## src/rtl/pipe_pkg.sv

```systemverilog
// Shared pipeline types and PC helpers for the fetch-redirect controller.
package pipe_pkg;

    localparam int unsigned PC_W    = 12;
    localparam int unsigned IDX_LSB = 0;
    localparam int unsigned IDX_MSB = 3;
    localparam int unsigned TAG_LSB = 4;
    localparam int unsigned TAG_MSB = PC_W - 1;

    typedef enum logic {RUN = 1'b0, RECOVER = 1'b1} state_t;
    typedef enum logic {ALLOC = 1'b0, TRAIN = 1'b1} tbl_op_t;

    typedef struct packed {
        logic            we;
        tbl_op_t         op;
        logic [PC_W-1:0] pc;
        logic [PC_W-1:0] target;
        logic            taken;
    } tbl_wr_t;

    typedef struct packed {
        logic            vld;
        logic [PC_W-1:0] pc;
        logic [PC_W-1:0] target;
    } alloc_buf_t;

    function automatic logic [PC_W-1:0] pc_plus4(input logic [PC_W-1:0] pc);
        return pc + PC_W'(4);
    endfunction

endpackage

```

## src/rtl/branch_redirect_ctrl_if.sv

```systemverilog
// Pipeline-side signals of the redirect controller: fetch, ID/EX branch info and table port.
interface branch_redirect_ctrl_if;
    import pipe_pkg::*;

    logic            stall_in;
    logic [PC_W-1:0] if_pc;
    logic            pred_hit;
    logic [PC_W-1:0] pred_target;
    logic            id_is_branch;
    logic [PC_W-1:0] id_pc;
    logic [PC_W-1:0] id_target;
    logic            ex_valid;
    logic            ex_is_branch;
    logic            ex_taken;
    logic [PC_W-1:0] ex_pc;
    logic [PC_W-1:0] ex_target;
    logic            ex_pred_taken;
    logic [PC_W-1:0] ex_pred_target;

    logic [PC_W-1:0] next_pc;
    logic            flush_if_id;
    logic            flush_id_ex;
    logic            tbl_we;
    tbl_op_t         tbl_op;
    logic [PC_W-1:0] tbl_pc;
    logic [PC_W-1:0] tbl_target;
    logic            tbl_taken;

    modport master (
        output stall_in, if_pc, pred_hit, pred_target, id_is_branch, id_pc, id_target,
               ex_valid, ex_is_branch, ex_taken, ex_pc, ex_target, ex_pred_taken, ex_pred_target,
        input  next_pc, flush_if_id, flush_id_ex, tbl_we, tbl_op, tbl_pc, tbl_target, tbl_taken
    );

    modport slave (
        input  stall_in, if_pc, pred_hit, pred_target, id_is_branch, id_pc, id_target,
               ex_valid, ex_is_branch, ex_taken, ex_pc, ex_target, ex_pred_taken, ex_pred_target,
        output next_pc, flush_if_id, flush_id_ex, tbl_we, tbl_op, tbl_pc, tbl_target, tbl_taken
    );

endinterface

```

## src/rtl/sat_counter.sv

```systemverilog
// Saturating up-counter with synchronous active-low reset.
module sat_counter #(
    parameter int unsigned CNT_W = 16
) (
    input  logic             CLK,
    input  logic             RSTn,
    input  logic             inc,
    output logic [CNT_W-1:0] q
);

    always_ff @(posedge CLK) begin
        if (!RSTn)
            q <= '0;
        else if (inc && (q != {CNT_W{1'b1}}))
            q <= q + CNT_W'(1);
    end

endmodule

```

## src/rtl/branch_redirect_ctrl.sv

```systemverilog
// Fetch-redirect controller: next-PC select, mispredict flush/recovery and
// arbitration of BTB allocations and BHT training onto one predictor write port.
module branch_redirect_ctrl
    import pipe_pkg::*;
#(
    parameter int unsigned CNT_W     = 16,
    parameter int unsigned RECOV_CYC = 2
) (
    input  logic                 CLK,
    input  logic                 RSTn,
    branch_redirect_ctrl_if.slave bus,
    output logic [CNT_W-1:0]     br_cnt,
    output logic [CNT_W-1:0]     mispred_cnt,
    output logic [CNT_W-1:0]     alloc_drop_cnt
);

    localparam int unsigned RC_W = (RECOV_CYC > 1) ? $clog2(RECOV_CYC) : 1;

    state_t          state_q, state_d;
    logic [RC_W-1:0] rc_q, rc_d;
    tbl_wr_t         tbl_q, tbl_d;
    alloc_buf_t      buf_q, buf_d;
    logic            ex_ok, mispred, alloc_req, drop;

    // Everything is qualified by RSTn so the combinational outputs read as idle during reset.
    assign ex_ok     = RSTn && bus.ex_valid && bus.ex_is_branch && (state_q == RUN);
    assign mispred   = ex_ok && ((bus.ex_taken != bus.ex_pred_taken) ||
                                 (bus.ex_taken && (bus.ex_target != bus.ex_pred_target)));
    assign alloc_req = RSTn && bus.id_is_branch && (state_q == RUN) && !mispred;

    // Next fetch PC: a redirect overrides stall, stall overrides prediction.
    always_comb begin
        bus.next_pc = '0;
        if (!RSTn)
            bus.next_pc = '0;
        else if (mispred)
            bus.next_pc = bus.ex_taken ? bus.ex_target : pc_plus4(bus.ex_pc);
        else if (bus.stall_in)
            bus.next_pc = bus.if_pc;
        else if (bus.pred_hit)
            bus.next_pc = bus.pred_target;
        else
            bus.next_pc = pc_plus4(bus.if_pc);
    end

    assign bus.flush_if_id = mispred;
    assign bus.flush_id_ex = mispred;

    always_ff @(posedge CLK) begin
        if (!RSTn) begin
            state_q <= RUN;
            rc_q    <= '0;
        end else begin
            state_q <= state_d;
            rc_q    <= rc_d;
        end
    end

    always_comb begin
        state_d = state_q;
        rc_d    = rc_q;
        case (state_q)
            RUN: begin
                if (mispred) begin
                    state_d = RECOVER;
                    rc_d    = RC_W'(RECOV_CYC - 1);
                end
            end
            RECOVER: begin
                if (rc_q == '0)
                    state_d = RUN;
                else
                    rc_d = rc_q - RC_W'(1);
            end
        endcase
    end

    // TRAIN always wins the port; a displaced ALLOC parks in the one-entry buffer.
    always_comb begin
        tbl_d    = '0;
        tbl_d.op = ALLOC;
        buf_d    = buf_q;
        drop     = 1'b0;
        if (ex_ok) begin
            tbl_d = '{we: 1'b1, op: TRAIN, pc: bus.ex_pc, target: bus.ex_target, taken: bus.ex_taken};
            if (alloc_req) begin
                drop  = buf_q.vld;
                buf_d = '{vld: 1'b1, pc: bus.id_pc, target: bus.id_target};
            end
        end else if (buf_q.vld) begin
            tbl_d = '{we: 1'b1, op: ALLOC, pc: buf_q.pc, target: buf_q.target, taken: 1'b0};
            if (alloc_req)
                buf_d = '{vld: 1'b1, pc: bus.id_pc, target: bus.id_target};
            else
                buf_d.vld = 1'b0;
        end else if (alloc_req) begin
            tbl_d = '{we: 1'b1, op: ALLOC, pc: bus.id_pc, target: bus.id_target, taken: 1'b0};
        end
    end

    always_ff @(posedge CLK) begin
        if (!RSTn) begin
            tbl_q <= '0;
            buf_q <= '0;
        end else begin
            tbl_q <= tbl_d;
            buf_q <= buf_d;
        end
    end

    assign bus.tbl_we     = tbl_q.we && RSTn;
    assign bus.tbl_op     = tbl_q.op;
    assign bus.tbl_pc     = tbl_q.pc;
    assign bus.tbl_target = tbl_q.target;
    assign bus.tbl_taken  = tbl_q.taken;

    sat_counter #(.CNT_W(CNT_W)) u_br_cnt (
        .CLK (CLK), .RSTn(RSTn), .inc(ex_ok), .q(br_cnt)
    );

    sat_counter #(.CNT_W(CNT_W)) u_mispred_cnt (
        .CLK (CLK), .RSTn(RSTn), .inc(mispred), .q(mispred_cnt)
    );

    sat_counter #(.CNT_W(CNT_W)) u_drop_cnt (
        .CLK (CLK), .RSTn(RSTn), .inc(drop), .q(alloc_drop_cnt)
    );

endmodule
```

## src/flat_wrapper.sv

```systemverilog
// flat-port wrapper written by rule: the top's interface ports become plain ports
module branch_redirect_ctrl_flat import pipe_pkg::*;
#(
    parameter int unsigned CNT_W     = 16,
    parameter int unsigned RECOV_CYC = 2
)
  (CLK, RSTn, br_cnt, mispred_cnt, alloc_drop_cnt, bus_stall_in, bus_if_pc, bus_pred_hit, bus_pred_target, bus_id_is_branch, bus_id_pc, bus_id_target, bus_ex_valid, bus_ex_is_branch, bus_ex_taken, bus_ex_pc, bus_ex_target, bus_ex_pred_taken, bus_ex_pred_target, bus_next_pc, bus_flush_if_id, bus_flush_id_ex, bus_tbl_we, bus_tbl_op, bus_tbl_pc, bus_tbl_target, bus_tbl_taken);
  branch_redirect_ctrl_if bus_i ();
  input  logic CLK;
  input  logic RSTn;
  output logic [CNT_W-1:0] br_cnt;
  output logic [CNT_W-1:0] mispred_cnt;
  output logic [CNT_W-1:0] alloc_drop_cnt;
  input wire logic [$bits(bus_i.stall_in)-1:0] bus_stall_in;
  input wire logic [$bits(bus_i.if_pc)-1:0] bus_if_pc;
  input wire logic [$bits(bus_i.pred_hit)-1:0] bus_pred_hit;
  input wire logic [$bits(bus_i.pred_target)-1:0] bus_pred_target;
  input wire logic [$bits(bus_i.id_is_branch)-1:0] bus_id_is_branch;
  input wire logic [$bits(bus_i.id_pc)-1:0] bus_id_pc;
  input wire logic [$bits(bus_i.id_target)-1:0] bus_id_target;
  input wire logic [$bits(bus_i.ex_valid)-1:0] bus_ex_valid;
  input wire logic [$bits(bus_i.ex_is_branch)-1:0] bus_ex_is_branch;
  input wire logic [$bits(bus_i.ex_taken)-1:0] bus_ex_taken;
  input wire logic [$bits(bus_i.ex_pc)-1:0] bus_ex_pc;
  input wire logic [$bits(bus_i.ex_target)-1:0] bus_ex_target;
  input wire logic [$bits(bus_i.ex_pred_taken)-1:0] bus_ex_pred_taken;
  input wire logic [$bits(bus_i.ex_pred_target)-1:0] bus_ex_pred_target;
  output wire logic [$bits(bus_i.next_pc)-1:0] bus_next_pc;
  output wire logic [$bits(bus_i.flush_if_id)-1:0] bus_flush_if_id;
  output wire logic [$bits(bus_i.flush_id_ex)-1:0] bus_flush_id_ex;
  output wire logic [$bits(bus_i.tbl_we)-1:0] bus_tbl_we;
  output wire logic [$bits(bus_i.tbl_op)-1:0] bus_tbl_op;
  output wire logic [$bits(bus_i.tbl_pc)-1:0] bus_tbl_pc;
  output wire logic [$bits(bus_i.tbl_target)-1:0] bus_tbl_target;
  output wire logic [$bits(bus_i.tbl_taken)-1:0] bus_tbl_taken;
  assign bus_i.stall_in = bus_stall_in;
  assign bus_i.if_pc = bus_if_pc;
  assign bus_i.pred_hit = bus_pred_hit;
  assign bus_i.pred_target = bus_pred_target;
  assign bus_i.id_is_branch = bus_id_is_branch;
  assign bus_i.id_pc = bus_id_pc;
  assign bus_i.id_target = bus_id_target;
  assign bus_i.ex_valid = bus_ex_valid;
  assign bus_i.ex_is_branch = bus_ex_is_branch;
  assign bus_i.ex_taken = bus_ex_taken;
  assign bus_i.ex_pc = bus_ex_pc;
  assign bus_i.ex_target = bus_ex_target;
  assign bus_i.ex_pred_taken = bus_ex_pred_taken;
  assign bus_i.ex_pred_target = bus_ex_pred_target;
  assign bus_next_pc = bus_i.next_pc;
  assign bus_flush_if_id = bus_i.flush_if_id;
  assign bus_flush_id_ex = bus_i.flush_id_ex;
  assign bus_tbl_we = bus_i.tbl_we;
  assign bus_tbl_op = bus_i.tbl_op;
  assign bus_tbl_pc = bus_i.tbl_pc;
  assign bus_tbl_target = bus_i.tbl_target;
  assign bus_tbl_taken = bus_i.tbl_taken;
  branch_redirect_ctrl #(.CNT_W(CNT_W), .RECOV_CYC(RECOV_CYC)) u_core (.CLK(CLK), .RSTn(RSTn), .bus(bus_i), .br_cnt(br_cnt), .mispred_cnt(mispred_cnt), .alloc_drop_cnt(alloc_drop_cnt));
endmodule
```

## config.mk

```make
export PLATFORM = sky130hd
export DESIGN_NAME = branch_redirect_ctrl_flat
export DESIGN_NICKNAME = d
export VERILOG_FILES = /design/src/rtl/pipe_pkg.sv /design/src/rtl/branch_redirect_ctrl_if.sv /design/src/rtl/sat_counter.sv /design/src/rtl/branch_redirect_ctrl.sv /design/src/flat_wrapper.sv
export SDC_FILE = /design/constraint.sdc
export NUM_CORES = 1
export LEC_CHECK = 0
export CELL_PAD_IN_SITES_DETAIL_PLACEMENT = 0
export CELL_PAD_IN_SITES_GLOBAL_PLACEMENT = 1
export CORE_MARGIN = 3
export CORE_UTILIZATION = 35
export DETAILED_ROUTE_END_ITERATION = 8
export DONT_BUFFER_PORTS = 1
export MAX_ROUTING_LAYER = met4
export PLACE_DENSITY = 0.59
export SYNTH_ARGS = -nofsm -noshare
export SYNTH_HDL_FRONTEND = slang
export SYNTH_HIERARCHICAL = 1
export SYNTH_SLANG_ARGS = --single-unit
```

## constraint.sdc

```tcl
create_clock -name CLK -period 3.8 [get_ports CLK]
set_clock_uncertainty 0.2 [all_clocks]
set_input_delay 0.19 -clock CLK [delete_from_list [all_inputs] [get_ports CLK]]
set_output_delay 0.19 -clock CLK [all_outputs]
set_load 0.01 [all_outputs]
```

==> results of run 1 <==
-- kinds of logic after synthesis --
kind of cell / count (synthesis) / share of synthesized area, %
AOI/OAI and AO/OA: 172 / 17.88
DFF: 102 / 34.14
xor gates and xnor gates: 24 / 3.514
muxes: 42 / 7.090
adders and majority gates: 5 / 1.046
and+or+nand+nor: 283 / 27.34
buffers and inverters: 110 / 8.994
-- cell usage in the layout, fill, tap and decap left out, drive strengths merged, types with 3 or more instances in the layout --
master and count:
ha 5, inv 48, a31oi 28, nor4bb 3, dlygate4sd3 55, or4 16
nand2b 7, nand3b 27, or3 11, o31ai 15, mux2i 39, o21ai 54
xnor2 19, a21oi 39, nor4 14, o311ai 3, a211oi 6, xor2 5
nand3 24, dfxtp 102, clkinv 4, nor3b 7, o211a 3, nor3 12
nand4 18, nand2 90, and4 11, o22ai 4, nor2 35, o41ai 3
o211ai 3, mux2 3, buf 8, clkbuf 10
-- stage by stage --
step | utilization (%) | instances | hold slack [ps] | total power [mW]
3_5_place_dp | 35.76 | 902 | 129.2 | 1.319
3_3_place_gp | 35.76 | 902 | 126.0 | 1.317
2_1_floorplan | - | 738 | 122.3 | 1.304
4_1_cts | 40.93 | 974 | 0.7691 | 2.303
6_report | 40.93 | 974 | 14.78 | 2.268
5_1_grt | 40.93 | 974 | 19.76 | 2.378
-- layout make-up --
| class | count | area [sq um] |
|---|---|---|
| multi-input cells | 526 | 3402 |
| clock buffers | 10 | 239.0 |
| repair buffers | 63 | 630.6 |
| fillers | 1685 | 9831 |
| flip-flops and latches | 102 | 2042 |
| well taps | 220 | 275.3 |
| inverters | 47 | 178.9 |
| clock inverters | 6 | 43.79 |
-- critical path, cell delays in order, from the launching register on --
cell and delay [ps]:
dfxtp_1 340, nand4b_1 230, buf_4 260, inv_1 370, o21ai_2 270, o21ai_4 960
mux2i_1 270, dlygate4sd3_1 560
-- routing by layer --
layer  GRT usage [%]  routed length, um  vias up
met5               -                  0        -
met4           7.951                467        0
met3           4.596               1184       35
met2           31.38               8689      181
met1           27.04               8614     2624
li1                -                  -     2694
-- synthesized netlist by cell type, drive strengths merged, types with 18 or more instances --
master / count
a21oi: 39
a31oi: 28
buf: 34
clkbuf: 29
dfxtp: 102
inv: 46
mux2i: 39
nand2: 90
nand3: 24
nand3b: 27
nand4: 18
nor2: 35
o21ai: 54
xnor2: 19
-- final timing paths --
kind         slack (ps)              end            from  depth (start not counted)
max                 260  u_core/buf_q[4]  u_core/state_q                          7
min                  10   u_core/state_q            RSTn                          2
min reg2reg         260   u_core/state_q     u_core/rc_q                          2
max reg2reg         260  u_core/buf_q[4]  u_core/state_q                          7
-- what timing repair did --
| item | 4_1_cts | 5_1_grt |
|---|---|---|
| hold buffers | 56 | 0 |
| buffers inserted | 0 | 0 |
| hold endpoints to repair | 61 | 0 |
-- where the power goes --
| group | internal (mW) | switching (mW) | leakage (nW) |
|---|---|---|---|
| clock | 0.467 | 0.443 | 0.139 |
| combinational | 0.109 | 0.137 | 1.52 |
| sequential | 1.09 | 0.0199 | 0.827 |
-- state kept, by name, indices dropped and copies added, names as in the netlist, 12 cells and up --
register	cells
u_core/u_br_cnt/q	16
u_core/buf_q	25
u_core/u_mispred_cnt/q	16
u_core/bus.tbl_target	12
u_core/bus.tbl_pc	12
u_core/u_drop_cnt/q	16
==> summary.md, run 1 <==
| Metric | Value |
|---|---|
| Placed cell area | `around 0.0060 sq mm` |
| Htree depth | `3` |
| Design Area, Final | `0.006812 sq mm` |
| Core ar. | `0.01664 sq mm` |
| Peak supply drop | `194.7 uV` |
| DRC | `0` |
| Ys async rst share | `0%` |
| Global placement routability congestion | `about 0.84` |
| Routed Wire Length | `between 15 and 20 mm` |
| Proportion of layout cells with a drive suffix above 1 | `5.968%` |
| Ant diodes | `0` |
| Synth area leader | `dfxtp_1` |
| Vias in the first global route | `around 5400` |
| Crit Path Max Fanout | `24` |
| Worst slew pin tran | `1174 ps` |
| Max-slew violations | `0` |
| Starting Density | `35.94%` |
| Row count | `between 40 and 50` |
| DIE HEIGHT | `~140 um` |
| Clk sink count | `slightly above 100` |
| Grt ovf | `0` |
| First-pass GRT wire length | `about 30 mm` |
| Setup WS pre-CTS | `between 500 and 600 ps` |
| DR iter-0 viols | `around 300` |
| Boundary pin count | `about 180` |
| Routed vias | `roughly 5500` |
| Buffers on Ports | `0` |
| RSZ-0062 raised after global routing | `no` |
| FF+latch count, synth | `just over 100` |
| Worst-path clk slew | `roughly 70 ps` |
| Setup TNS | `0 ps` |
| Pin count of the biggest net entering global routing | `between 50 and 60` |
| Die width | `about 140 um` |
| F_max | `roughly 280 MHz` |
| Final ANT Viol Nets | `0` |
| Fin crit share | `between 90% and 100%` |
| Seq/Total Area, Yosys | `approximately 34%` |
| Top_reg_cell synth | `dfxtp_1` |
| Worst path required time | `roughly 3900 ps` |
| Post-DR wirelength/cell | `slightly below 20 um` |
| Clock buffer depth | `2` |
| Startpoint Class | `flip-flop` |
| Final Setup Violations | `0` |
| Crit Path Category | `flip-flop to flip-flop` |
| Min Tclk post-route | `between 3000 and 4000 ps` |
| Cell Area, Synth | `about 0.006 sq mm` |
| Top cell type's share of synthesized area | `between 30% and 40%` |
| Number of antenna violations at the first check in global routing | `0` |
| Syn Area/Cell | `8.106 sq um` |
| Final Hold Fails | `0` |
| Net Count, Synth | `about 840` |
| EDFF count, synth | `0` |
| Synth top area cells | `dfxtp_1 (34%), mux2i_1 (6.5%), nand2_1 (5.6%)` |
| Vias per cell | `between 5 and 6` |
| Leakage | `2.487 nW` |
| DP Wirelength | `between 10 and 15 mm` |
| Synth warn | `6` |
| Die area | `~0.019 sq mm` |
| CP Capture Type | `flip-flop` |
| Cell variety after synth | `63` |
| Hold Path Class | `primary input to flip-flop` |
| Max transition margin | `a little over a fifth` |
| Arrival time worst endpoint | `~3600 ps` |
| Outcome | `completed` |
| Max-cap violations | `0` |
| Num CTS Buffers | `9` |
| Pwr/cell area | `333.0 mW/mm^2` |
| Gr usage total | `20.73%` |
| CTS tree | `yes` |
| DR pass1 iterations | `5` |
| Root buf cell | `clkbuf_16` |
| Synth Instances | `738` |
| Slack of the critical path | `261.5 ps` |
| Synth-to-layout area growth | `13.87%` |
| Net count, final | `approximately 850` |
| Worst-Skew Late Latency | `350 ps` |
| PostCTS Resize Cnt | `0` |
Power figures use the tool's default switching activity.
==> inputs of run 2 (changes only) <==
CORE_ASPECT_RATIO = 0.6   (was default)
==> run 2 against run 1 <==
Effect of this change:
- the flow now finishes with violations (hold timing)
- global-route usage grew 0.92 points
- sequential share of layout area shrank 0.53 points
- non-clock buffer count is 6 higher
- count of clock-buffer cells in the layout rose by 1
- sequential power about the same
- critical path depth is 4 higher
- design area increased by 1.8%
- utilization increased by 1.1 points
- critical endpoint is now u_core/u_drop_cnt/q[10]
- largest cell class unchanged
==> summary.md, run 2 (synthesis results as in run 1) <==
| Metric | Value |
|---|---|
| Max transition margin | `51.59% (+30 points)` |
| Fin crit share | `90.72% (-2.4 points)` |
| Starting Density | `36.29% (+0.34 points)` |
| Cts hold-fix bufs | `61 (+8.9%)` |
| Peak supply drop | `192.1 uV (-1.4%)` |
| Setup WS pre-CTS | `370.3 ps (-144.9 ps)` |
| Ant diodes | `0 (unchanged)` |
| Pwr/cell area | `345.5 mW/mm^2 (+3.7%)` |
| Min Tclk post-route | `3447 ps (-91.30 ps)` |
| DR pass1 iterations | `5 (unchanged)` |
| Num CTS Buffers | `9 (unchanged)` |
| Slack of the critical path | `352.8 ps (+91.30 ps)` |
| Crit path to | `u_core/u_drop_cnt/q[10]` |
| Leakage | `2.553 nW (+2.7%)` |
| Boundary pin count | `182 (unchanged)` |
| Worst path required time | `3830 ps (-60 ps)` |
| Root buf cell | `clkbuf_16` |
| Max FFs per register | `25 (unchanged)` |
| Row count | `36 (-23%)` |
| Synth-to-layout area growth | `15.92%` |
| RSZ-0062 raised after global routing | `no` |
| Die area | `0.01875 sq mm (+0.27%)` |
| Crit path launch | `bus_ex_pred_target[1]` |
| CTS tree | `yes` |
| Buffers on Ports | `0 (unchanged)` |
| Outcome | `complete, but fails checks` |
| Reg2Reg Depth | `10 (+3)` |
| First-pass GRT wire length | `30.75 mm (+4.2%)` |
| Clock buffer depth | `2 (unchanged)` |
| Gr usage total | `21.66% (+0.92 points)` |
| Worst slew pin tran | `720.8 ps (-453.2 ps)` |
| Max-cap violations | `0 (unchanged)` |
| Hold Path Class | `primary input to flip-flop` |
| Final Hold Fails | `2 (+2)` |
| Most flops, register | `u_core/buf_q` |
| Setup bufs post-CTS | `0 (unchanged)` |
| Max-slew violations | `0 (unchanged)` |
| Core ar. | `0.01649 sq mm (-0.94%)` |
| Hold path cells | `2 (unchanged)` |
| Global placement routability congestion | `0.8938 (+6.5%)` |
| Clk sink count | `102 (unchanged)` |
| Grt ovf | `0 (unchanged)` |
| PostCTS Resize Cnt | `0 (unchanged)` |
| CP Capture Type | `flip-flop` |
| Final Setup Violations | `0 (unchanged)` |
| Violated checks | `hold timing` |
| Post-DR wirelength/cell | `20.35 um (+4.6%)` |
| DIE HEIGHT | `107.3 um (-22%)` |
| Htree depth | `3 (unchanged)` |
| Critical R2R Launch | `u_core/state_q` |
| F_max | `290.1 MHz (+2.6%)` |
| Crit Path Max Fanout | `15 (-38%)` |
| Proportion of layout cells with a drive suffix above 1 | `5.921% (-0.047 points)` |
| Setup TNS | `0 ps (unchanged)` |
| Die width | `174.8 um (+28%)` |
| Number of antenna violations at the first check in global routing | `0 (unchanged)` |
| Fin util | `42.06% (+1.1 points)` |
| Commonest non-fill, non-tap cell in the layout | `dfxtp_1` |
| Vias per cell | `5.690 (+0.15%)` |
| Reg-to-Reg End | `u_core/u_drop_cnt/q[10]` |
| DR iter-0 viols | `494 (+64%)` |
| Net count, final | `853 (+0.71%)` |
| Routed Wire Length | `20.11 mm (+6.1%)` |
| Arrival time worst endpoint | `3480 ps (-150 ps)` |
| Crit Path Category | `primary input to flip-flop` |
| Routed vias | `5622 (+1.6%)` |
| Startpoint Class | `primary input` |
| DRC | `0 (unchanged)` |
| DP Wirelength | `14.19 mm (+8.0%)` |
| Vias in the first global route | `5212 (-3.6%)` |
| Reg2Reg Setup Slack | `760 ps (+500 ps)` |
| Worst-Skew Late Latency | `350 ps (about the same)` |
| Final ANT Viol Nets | `0 (unchanged)` |
| Pin count of the biggest net entering global routing | `53 (-10%)` |
| Commonest non-fill, non-tap cells in the layout | `dfxtp_1 (102), nand2_1 (89), dlygate4sd3_1 (60)` |
| Hold Slack | `-8.615 ps (-23.40 ps)` |
| Worst-path clk slew | `70 ps (about the same)` |
==> run 2: cell count changes in the layout (fill, tap and decap cells not counted), sizes merged <==
cell / change
inv: -2
bufinv: +2
dlygate4sd3: +5
clkbuf: +1
buf: +1
clkinvlp: -1
==> run 2: worst max-delay path, stage by stage <==
cell           delay, ps
xnor2_1              290
nand4_1              230
or4_1                740
nand2_8              170
inv_4                110
nor3b_2              440
nand4_1              210
nor3_1               240
o211ai_1             130
o211a_1              150
dlygate4sd3_1        560
==> run 2: power breakdown <==
part | leakage (nW) | internal, mW | switching (mW)
Clock | 0.160 | 0.598 | 0.431
Combinational | 1.57 | 0.112 | 0.143
Sequential | 0.827 | 1.09 | 0.0196
==> run 2: worst min-delay path by stage <==
stage                                     endpoint  slack [ps]              from
after detailed placement          u_core/buf_q[19]         130      bus_id_pc[7]
after global placement            u_core/buf_q[19]         130      bus_id_pc[7]
after CTS                    u_core/u_br_cnt/q[10]         0.6              RSTn
after floorplan                    u_core/buf_q[0]         120  bus_id_target[0]
after global routing         u_core/u_br_cnt/q[10]           9              RSTn
final                     u_core/bus.tbl_target[9]          -9  bus_ex_target[9]
==> run 2: metal layers <==
metal	GRT usage (%)	wire length (um)	vias up	part of all wire (%)
li1	-	-	2703	-
met5	-	0	-	0
met1	31.36	9854	2700	49
met2	30.80	8427	212	42
met4	3.129	99	0	0.49
met3	5.743	1724	7	8.6
==> run 2: through the flow <==
stage	total power [mW]	instances	hold slack [ps]	area, sq um
floorplan	1.304	738	122.3	5982
detailed placement	1.325	911	128.9	5981
finish	2.396	988	-8.615	6934
CTS	2.434	988	0.5748	6934
global route	2.495	988	8.713	6934
global placement	1.324	911	125.6	5981
==> run 2: final cells by class <==
cell class                      instances  area (sq um)
Inverter                               47         178.9
Multi-Input combinational cell        526          3402
Clock buffer                           11         242.7
Clock inverter                          5         82.58
Sequential cell                       102          2042
Timing Repair Buffer                   69         700.7
Fill cell                            1708          9552
Tap cell                              228         285.3
==> inputs of run 3 (changes only) <==
CORE_MARGIN = 2   (was 3)
==> run 3 against run 2 <==
Effect of this change:
- the flow now finishes without violations
- count of clock-buffer cells in the layout decreased by 1
- largest power group unchanged
- design area decreased by 1.7%
- final cell count shrank 0.71%
- sequential share of layout area increased by 0.51 points
- non-clock buffer count fell by 6
- sequential power about the same
- register-to-register slack improved by 190 ps
==> summary.md, run 3 (synthesis results as in run 1) <==
| Metric | Value |
|---|---|
| Outcome | `completed` |
| Pwr/cell area | `332.9 mW/mm^2 (-3.7%)` |
| Global routing usage on met2 | `29.03% (-1.8 points)` |
| Peak supply drop | `162.5 uV (-15%)` |
| Max-slew violations | `0 (unchanged)` |
| Min Tclk post-route | `3127 ps (-320.0 ps)` |
| Setup TNS | `0 ps (unchanged)` |
| Leakage | `2.473 nW (-3.1%)` |
| F_max | `319.8 MHz (+10%)` |
| Crit Path Max Fanout | `15 (unchanged)` |
| Crit Path Category | `primary input to flip-flop` |
| Pin count of the biggest net entering global routing | `61 (+15%)` |
| Worst path required time | `3880 ps (+50 ps)` |
| Clock buffer depth | `2 (unchanged)` |
| Worst-Skew Late Latency | `340 ps (about the same)` |
| Die width | `172.8 um (-1.1%)` |
| Max-cap violations | `0 (unchanged)` |
| Core ar. | `0.01649 sq mm (unchanged)` |
| Num CTS Buffers | `9 (unchanged)` |
| Fin crit share | `82.30% (-8.4 points)` |
| Max transition margin | `46.27% (-5.3 points)` |
| Design Area, Final | `0.006817 sq mm (-1.7%)` |
| Root buf cell | `clkbuf_16` |
| Final Setup Violations | `0 (unchanged)` |
| Vias in the first global route | `5183 (-0.56%)` |
| Hold Slack | `5.699 ps (+14.31 ps)` |
| Global placement routability congestion | `0.9539 (+6.7%)` |
| Setup bufs post-CTS | `0 (unchanged)` |
| Commonest non-fill, non-tap cell in the layout | `dfxtp_1` |
| Final Hold Fails | `0 (-2)` |
| Most flops, register | `u_core/buf_q` |
| Net count, final | `847 (-0.70%)` |
| Placed cell area | `0.005976 sq mm (about the same)` |
| Worst slew pin tran | `799.3 ps (+78.52 ps)` |
| DRC | `0 (unchanged)` |
| Proportion of layout cells with a drive suffix above 1 | `6.109% (+0.19 points)` |
| DP Wirelength | `13.53 mm (-4.7%)` |
| Row count | `36 (unchanged)` |
| Synth-to-layout area growth | `13.95%` |
| Starting Density | `36.29% (unchanged)` |
| Max FFs per register | `25 (unchanged)` |
| Post-DR wirelength/cell | `19.53 um (-4.0%)` |
| Busiest grt layer | `met1` |
| Boundary pin count | `182 (unchanged)` |
| RSZ-0062 raised after global routing | `no` |
| Vias per cell | `5.719 (+0.50%)` |
| Clk sink count | `102 (unchanged)` |
| Buffers on Ports | `0 (unchanged)` |
| Final ANT Viol Nets | `0 (unchanged)` |
| Grt met1 use | `31.72% (+0.36 points)` |
| Routed vias | `5610 (-0.21%)` |
| DR iter-0 viols | `373 (-24%)` |
| Grt ovf | `0 (unchanged)` |
| DIE HEIGHT | `105.3 um (-1.9%)` |
| Routed Wire Length | `19.16 mm (-4.7%)` |
| Hold Path Class | `primary input to flip-flop` |
| Gr usage total | `21.29% (-0.37 points)` |
| First-pass GRT wire length | `30.01 mm (-2.4%)` |
| Startpoint Class | `primary input` |
| Arrival time worst endpoint | `3210 ps (-270 ps)` |
| Grt met3 use | `4.834% (-0.91 points)` |
| CTS tree | `yes` |
| Ant diodes | `0 (unchanged)` |
| Worst-path clk slew | `80 ps (about the same)` |
| Number of antenna violations at the first check in global routing | `0 (unchanged)` |
| CP Capture Type | `flip-flop` |
| Die area | `0.01819 sq mm (-3.0%)` |
| Commonest non-fill, non-tap cells in the layout | `dfxtp_1 (102), nand2_1 (89), dlygate4sd3_1 (53)` |
| DR pass1 iterations | `5 (unchanged)` |
| Htree depth | `3 (unchanged)` |
## run 3: layout make-up
class | instances | area, sq um
Fill cell | 1684 | 9669
Multi-Input combinational cell | 526 | 3402
Sequential cell | 102 | 2042
Timing Repair Buffer | 63 | 625.6
Tap cell | 228 | 285.3
Clock buffer | 10 | 239.0
Inverter | 47 | 178.9
Clock inverter | 5 | 43.79
## run 3: power breakdown
part	switching, mW	leakage [nW]	internal (mW)	total (mW)
registers	0.0200	0.827	1.09	1.11
clock network	0.440	0.133	0.468	0.908
logic	0.139	1.51	0.110	0.249
total	0.599	2.47	1.67	2.27
## run 3: final timing paths
kind | end | cells after the start | slack (ps) | from
max reg2reg | u_core/u_drop_cnt/q[9] | 8 | 950 | u_core/state_q
max | u_core/u_drop_cnt/q[9] | 9 | 670 | bus_ex_pred_target[10]
min | u_core/bus.tbl_target[9] | 2 | 6 | bus_ex_target[9]
min reg2reg | u_core/buf_q[10] | 2 | 260 | u_core/buf_q[10]
## run 3: layer usage
layer	routed length, um	up-vias
met3	1473	14
met2	7871	205
met1	9675	2711
met5	0	-
li1	-	2680
met4	143	0
## run 3: critical path, stage by stage
cell	delay (ps)
xnor2_1	290
nand4_1	220
or4_1	700
nand2_8	170
inv_4	110
nor3b_2	450
nand2_1	350
or4_1	560
a21oi_1	140
## run 3: per-stage QoR
step	worst slack, ps	utilization [%]	power, mW	instances
finish	672.8	41.35	2.269	981
global route	514.5	41.35	2.371	981
CTS	746.5	41.35	2.302	981
detailed placement	382.9	36.25	1.320	912
global placement	409.0	36.25	1.321	912
floorplan	1042	-	1.304	738
## run 3: repair_timing
action,in CTS,in global routing
gates resized for setup,0,0
hold buffers,54,0
endpoints found under the hold margin,60,0
